<file path="src/rtl/reg_pkg.sv">
// Shared definitions for the register-path blocks: FSM state encoding and a
// constant-evaluable clog2 helper used to size counters.
package reg_pkg;

    typedef enum logic [1:0] {
        ST_IDLE  = 2'd0,
        ST_SHIFT = 2'd1,
        ST_PAR   = 2'd2
    } state_t;

    // Number of bits needed to hold values 0..value-1 (0 for value <= 1).
    function automatic int clog2(input int value);
        int result;
        int remain;
        result = 0;
        remain = value - 1;
        while (remain > 0) begin
            result = result + 1;
            remain = remain >> 1;
        end
        return result;
    endfunction

endpackage

</file>
<file path="src/rtl/bit_counter_RTL.sv">
// Bit counter with enable and synchronous clear; flags terminal count when the
// last data bit of a MAX_WIDTH-bit word is being presented.
module bit_counter_RTL
    import reg_pkg::*;
#(
    parameter int MAX_WIDTH = 8
) (
    input  logic clk,
    input  logic rst,
    input  logic sclr,
    input  logic en,
    output logic tc
);

    localparam int CNT_W = clog2(MAX_WIDTH + 1);

    logic [CNT_W-1:0] bit_cnt;

    // Clear beats enable so a reload in the same cycle always restarts at zero.
    always_ff @(posedge clk or posedge rst) begin
        if (rst) begin
            bit_cnt <= '0;
        end else if (sclr) begin
            bit_cnt <= '0;
        end else if (en) begin
            bit_cnt <= bit_cnt + CNT_W'(1);
        end
    end

    assign tc = (bit_cnt == CNT_W'(MAX_WIDTH - 1));

endmodule

</file>
<file path="src/rtl/reg_piso_tx.sv">
// Parallel-in serial-out transmitter with valid/ready on both ports.
// Define REG_PISO_TX_PARITY_EN to append an even-parity bit after the data bits.
module reg_piso_tx
    import reg_pkg::*;
#(
    parameter int MAX_WIDTH = 8,
    parameter int MSB_FIRST = 1
) (
    input  logic                 clk,
    input  logic                 rst,
    input  logic                 sclr,
    input  logic                 load_valid,
    input  logic [MAX_WIDTH-1:0] load_data,
    output logic                 load_ready,
    output logic                 ser_out,
    output logic                 ser_valid,
    input  logic                 ser_ready,
    output logic                 frame_start,
    output logic                 done
);

    state_t               state_q;
    state_t               state_d;
    logic [MAX_WIDTH-1:0] shift_q;
    logic [MAX_WIDTH-1:0] shift_d;
    logic [MAX_WIDTH-1:0] shifted;
    logic                 ser_out_q;
    logic                 ser_out_d;
    logic                 ser_valid_q;
    logic                 ser_valid_d;
    logic                 frame_start_q;
    logic                 frame_start_d;
    logic                 done_q;
    logic                 done_d;
    logic                 load_lead;
    logic                 shifted_lead;
    logic                 cnt_clr;
    logic                 cnt_en;
    logic                 last_bit;
`ifdef REG_PISO_TX_PARITY_EN
    logic                 parity_q;
    logic                 parity_d;
`endif

    // The outgoing bit always sits at the "lead" end, so shifting drains toward it.
    assign shifted      = (MSB_FIRST != 0) ? (shift_q << 1) : (shift_q >> 1);
    assign load_lead    = (MSB_FIRST != 0) ? load_data[MAX_WIDTH-1] : load_data[0];
    assign shifted_lead = (MSB_FIRST != 0) ? shifted[MAX_WIDTH-1] : shifted[0];

    assign load_ready  = (state_q == ST_IDLE);
    assign ser_out     = ser_out_q;
    assign ser_valid   = ser_valid_q;
    assign frame_start = frame_start_q;
    assign done        = done_q;

    bit_counter_RTL #(
        .MAX_WIDTH(MAX_WIDTH)
    ) u_bit_counter (
        .clk (clk),
        .rst (rst),
        .sclr(cnt_clr),
        .en  (cnt_en),
        .tc  (last_bit)
    );

    // Next-state and next-output decode; the serial bit is precomputed so ser_out is a flop.
    always_comb begin
        state_d       = state_q;
        shift_d       = shift_q;
        ser_out_d     = ser_out_q;
        ser_valid_d   = ser_valid_q;
        frame_start_d = frame_start_q;
        done_d        = 1'b0;
        cnt_clr       = 1'b0;
        cnt_en        = 1'b0;
`ifdef REG_PISO_TX_PARITY_EN
        parity_d      = parity_q;
`endif

        case (state_q)
            ST_IDLE: begin
                if (load_valid) begin
                    state_d       = ST_SHIFT;
                    shift_d       = load_data;
                    ser_out_d     = load_lead;
                    ser_valid_d   = 1'b1;
                    frame_start_d = 1'b1;
                    cnt_clr       = 1'b1;
`ifdef REG_PISO_TX_PARITY_EN
                    parity_d      = ^load_data;
`endif
                end
            end

            ST_SHIFT: begin
                if (ser_ready) begin
                    shift_d       = shifted;
                    frame_start_d = 1'b0;
                    cnt_en        = 1'b1;
                    if (last_bit) begin
`ifdef REG_PISO_TX_PARITY_EN
                        state_d     = ST_PAR;
                        ser_out_d   = parity_q;
`else
                        state_d     = ST_IDLE;
                        ser_out_d   = 1'b0;
                        ser_valid_d = 1'b0;
                        done_d      = 1'b1;
`endif
                    end else begin
                        ser_out_d = shifted_lead;
                    end
                end
            end

`ifdef REG_PISO_TX_PARITY_EN
            ST_PAR: begin
                if (ser_ready) begin
                    state_d     = ST_IDLE;
                    ser_out_d   = 1'b0;
                    ser_valid_d = 1'b0;
                    done_d      = 1'b1;
                end
            end
`endif

            default: begin
                state_d = ST_IDLE;
            end
        endcase

        // Synchronous clear aborts any frame and suppresses the done pulse.
        if (sclr) begin
            state_d       = ST_IDLE;
            shift_d       = '0;
            ser_out_d     = 1'b0;
            ser_valid_d   = 1'b0;
            frame_start_d = 1'b0;
            done_d        = 1'b0;
            cnt_clr       = 1'b1;
            cnt_en        = 1'b0;
`ifdef REG_PISO_TX_PARITY_EN
            parity_d      = 1'b0;
`endif
        end
    end

    always_ff @(posedge clk or posedge rst) begin
        if (rst) begin
            state_q       <= ST_IDLE;
            shift_q       <= '0;
            ser_out_q     <= 1'b0;
            ser_valid_q   <= 1'b0;
            frame_start_q <= 1'b0;
            done_q        <= 1'b0;
`ifdef REG_PISO_TX_PARITY_EN
            parity_q      <= 1'b0;
`endif
        end else begin
            state_q       <= state_d;
            shift_q       <= shift_d;
            ser_out_q     <= ser_out_d;
            ser_valid_q   <= ser_valid_d;
            frame_start_q <= frame_start_d;
            done_q        <= done_d;
`ifdef REG_PISO_TX_PARITY_EN
            parity_q      <= parity_d;
`endif
        end
    end

endmodule

</file>
<file path="config.mk">
export PLATFORM = sky130hd
export DESIGN_NAME = reg_piso_tx
export DESIGN_NICKNAME = d
export VERILOG_FILES = /design/src/rtl/reg_pkg.sv /design/src/rtl/bit_counter_RTL.sv /design/src/rtl/reg_piso_tx.sv
export SDC_FILE = /design/constraint.sdc
export NUM_CORES = 1
export LEC_CHECK = 0
export ABC_AREA = 1
export CAP_MARGIN = 20
export CORE_MARGIN = 3
export CORE_UTILIZATION = 59
export DETAILED_ROUTE_END_ITERATION = 10
export DONT_BUFFER_PORTS = 1
export HOLD_SLACK_MARGIN = 0.1
export PLACE_DENSITY_LB_ADDON = 0.1
export SLEW_MARGIN = 10
export SYNTH_ARGS = -nofsm -noshare
export SYNTH_HDL_FRONTEND = slang
export SYNTH_HIERARCHICAL = 1
export SYNTH_SLANG_ARGS = --single-unit
</file>
<file path="constraint.sdc">
create_clock -name clk -period 1.6 [get_ports clk]
set_input_delay 0.24 -clock clk [delete_from_list [all_inputs] [get_ports clk]]
set_output_delay 0.24 -clock clk [all_outputs]
set_load 0.02 [all_outputs]
</file>
### Word level (Yosys, flattened, before mapping)

Cells that the tools add are included.

| cells by class | value |
|---|---|
| $lt $le $gt $ge | 0 |
| shift operators | 0 |
| equality and inequality tests | 5 |
| bitwise gates (word level) | 0 |
| multipliers | 0 |
| divide/modulo/power cells | 0 |
| add/sub/neg operators | 1 |
| reductions and logical operators | 6 |
| muxes and demuxes | 34 |

Operator list:

| cell | number |
|---|---|
| two-way mux 7 bit | 3 |
| two-way mux 1 bit | 20 |
| one-hot mux 7 bit (2 select lines) | 1 |
| != test 3 bit, second input constant | 3 |
| two-way mux 2 bit | 4 |
| two-way mux 4 bit | 2 |
| one-hot mux 1 bit (2 select lines) | 3 |
| AND reduction 3 bit | 2 |
| adder 4 x 1 -> 4 bit, second input constant | 1 |
| == test 4 x 3 -> 1 bit, second input constant | 1 |
| one-hot mux 2 bit (2 select lines) | 1 |
| AND reduction 4 bit | 1 |
| nonzero test 3 bit | 1 |
| == test 2 x 1 -> 1 bit, second input constant | 1 |
| zero test 2 bit | 1 |
| nonzero test 2 bit | 1 |

| word-level totals | value |
|---|---|
| bits in latches | 0 |
| register bits after elaboration | 17 |
| bits in read-only memories | 0 |
| memories | 0 |
| bits of input ports | 13 |
| bits in writable memories | 0 |

### Longest topological paths before layout

| depth | value |
|---|---|
| depth after elaboration | 5 |
| mapped depth | 8 |
| depth with buffers taken out | 8 |

### By module

The synthesis kept the hierarchy.

Modules (own cells, without submodules):

| module | times used | sequential area each (um2) | area an instance (um2) | cells an instance |
|---|---|---|---|---|
| reg_piso_tx | 1 | 275.3 | 580.6 | 77 |
| bit_counter_RTL | 1 | 100.1 | 221.5 | 27 |

### Worst setup path after synthesis

No wires, ideal clock.

| path | value |
|---|---|
| path kind | reg-to-reg |
| start point | register, netlist name ser_valid |
| end point | register u_bit_counter.bit_cnt[3] |
| arrival time | 1.286 ns |
| path buffers | 0 |
| stages on the path, launching flop included | 8 |
| period minus slack after synthesis | 1.406 ns |
| required time | 1.480 ns |
| setup slack | 0.194 ns |
| cells stage by stage | dfrtp_1 -> inv_2 -> nand2_4 -> nand2_1 -> nor2_4 -> nor2_4 -> a21oi_1 -> nor2_2 |

RTL lines:

| item | RTL line | RTL |
|---|---|---|
| to (signal assigned) | bit_counter_RTL.sv:26 | `bit_cnt <= bit_cnt + CNT_W'(1);` |
| to (decl) | bit_counter_RTL.sv:17 | `logic [CNT_W-1:0] bit_cnt;` |

==> out/metrics.cfg <==
[outcome]
status=finished, final reports clean

[synth]
synth_edf_count=0
syn_inst=104
syn_area_per_cell_um2=7.71
synth_seq_cells=15
synth_top_area_share_pct=46.8
syn_area_um2=802
postSynth.asyncResetShare_pct=100
synth.largest_area_cell=dfrtp_1
synth_cell_types=18
ys_warn_count=6
synth_area_leaders=dfrtp_1 47%, nand2_1 17%, nand4_1 6.2%, nand3_1 5.0%, inv_1 4.7%
synth.net_count=118
synthFlopType=dfrtp_1
synth-seq-area-share_pct=46.8

[grt]
track_usage_pct=18.8
antenna_found_initial=0
grt_pass1_wl_mm=2.69
grt_pass1_vias=701
overflow=0
grt_max_degree=12

[sta]
max_slew_margin_pct=73.7
tightest_slew_ps=394
finClkSkew_ps=6.52
timing.fmax_mhz=727
hold_viol=0
fin_crit_sh_pct=86.0
rsz0062_at_grt=no
drv_slew=0
setup_viol=0
period_needed_ps=1380
tns_ps=0

[hold_path]
holdPathEnd=frame_start
hold_depth=2
min_from=load_valid
hp-class=in2reg

[final_layout]
diodes=0
area_growth_pct=7.96
fin_nets=125
final_core_util_pct=73.0
drive_gt1_share_pct=12.7
final_cells=124

[clock_network]
path_clk_slew_ps=90
post_cts_resized=0
clockBufferDepth=2
cts_tree=yes
cts_setup_buffers=0
htreeDepth=1
cts.sinks=15
clk-insertion-delay-late_ps=270
ctsHoldBuffers=1
cts_root_buffer=clkbuf_4
numCtsBuffers=3

[flow_run]
maxCapViolCount=0

[worst_setup_path]
crit_path_top_delay_cell=dfrtp_1
path_max_fanout=9
max_stage_delay_ps=510
ff2ff_setup_slack_ps=220
critPathKind=reg2reg
r2r_start=ser_valid
reg2reg_to=u_bit_counter/bit_cnt[2]
cp-start-kind=flop
crit_chain=inv_2 -> nand2_4 -> nand2_1 -> nor2_4 -> inv_1 -> a21oi_1 -> nor2_1
crit_buf_inv=2
cp_top_family=flip-flops
cp.depth=7
rr_worst_depth=7
cp.required_ps=1760
critPathCaptureType=flop
cp.arrival_ps=1540

[die]
row_count=12
dieArea_mm2=0.00184
start_util_pct=67.6
io_pins=18
die_w_um=42.9
dieHeight_um=42.9
core_area_mm2=0.00119

[pwr]
p_comb_share_pct=25.6
power.internal_mw=0.604
switching_share_pct=34.3
p_per_area_mw_per_mm2=1060
p_seq_share_pct=51.4
clkPwrFrac_pct=22.9
p_switching_mw=0.316
ir_drop_mv=0.558
cellLeakagePower_nw=0.471

[placed_design]
gp_congestion=0.771
dp_cells=119
numPortBuffers=0
dpl.hpwl_mm=1.26

[detailed_routing]
drc_errors=0
via_count=699
totalWireLength_mm=1.59
drt_iter0_markers=19
first_pass_iters=4
drtAntennaViolNets=0
wl_per_cell_um=12.8
routed_via_density=5.64

## logic make-up (layout without fill, tap and decap cells)
group | after synthesis | after routing | share of synthesized area (%)
buf+inv | 14 | 20 | 7.33
simple gates | 68 | 68 | 40.6
flops | 15 | 15 | 46.8
compound gates | 6 | 6 | 3.74
fa+ha+maj | 1 | 1 | 1.56
## sequential cells by signal, indices dropped and copies added (netlist names)
signal	flops
shift_q	7
ser_valid	1
ser_out	1
u_bit_counter/bit_cnt	4
done	1
frame_start	1
## cells in the final DEF, fill, tap and decap left out
cell type	netlist	final
nand3_1	8	8
nor2_1	9	9
nand2_1	36	36
nor2_2	1	1
dlygate4sd3_1	0	1
inv_1	10	10
clkbuf_4	0	3
dfrtp_1	15	15
nand4_1	8	8
a21oi_1	4	4
clkinvlp_2	1	1
nand2_4	1	1
or2_0	1	1
o21ai_1	2	2
nor2_4	2	2
buf_4	1	3
ha_1	1	1
inv_2	1	1
nand3_2	2	2
clkbuf_1	0	1
## power groups by stage
stage	clock network [mW]	logic (mW)	registers, mW
final	0.211	0.236	0.473
after global routing	0.231	0.270	0.480
after CTS	0.212	0.237	0.473
after detailed placement	0	0.232	0.481
after global placement	0	0.225	0.479
after floorplan	0	0.186	0.473
## routing by layer
layer | global-route usage (%) | share of wire (%)
met3 | 4.66 | 5.0
met2 | 31.7 | 52
met5 | 0 | 0
met1 | 21.8 | 43
met4 | 9.32 | 0
## per-stage QoR
stage,worst slack [ps],total power [mW],instance area [um2],hold WS (ps)
after detailed placement,244,0.713,830,23.3
after global placement,326,0.705,830,20.6
final,225,0.919,866,121
after global routing,106,0.981,866,120
after floorplan,194,0.659,802,6.08
after CTS,236,0.921,866,120
## synthesized netlist by cell type (2+ instances only)
cell type,instances
nor2_4,2
a21oi_1,4
o21ai_1,2
nor2_1,9
dfrtp_1,15
nand3_2,2
nand3_1,8
nand2_1,36
nand4_1,8
inv_1,10
## worst max-delay path by stage
stage / start / to / slack, ps
6_report: ser_valid / u_bit_counter/bit_cnt[2] / 220
5_1_grt: ser_valid / u_bit_counter/bit_cnt[2] / 110
4_1_cts: ser_valid / u_bit_counter/bit_cnt[3] / 240
3_5_place_dp: ser_valid / u_bit_counter/bit_cnt[3] / 240
3_3_place_gp: ser_valid / u_bit_counter/bit_cnt[3] / 330
2_1_floorplan: ser_valid / u_bit_counter/bit_cnt[3] / 190
## worst register-to-register path, stage by stage, from the launching register on
cell and delay, ps:
dfrtp_1 510, inv_2 90, nand2_4 110, nand2_1 110, nor2_4 180, inv_1 60, a21oi_1 150, nor2_1 60
## cell type report
class / instances / area, um2
flip-flops and latches: 15 / 375
well taps: 14 / 17.5
clock buffers: 4 / 26.3
repair buffers: 4 / 32.5
inverters: 12 / 46.3
fillers: 98 / 320
multi-input cells: 75 / 368
Note: power is estimated with default switching activity, not from simulation.
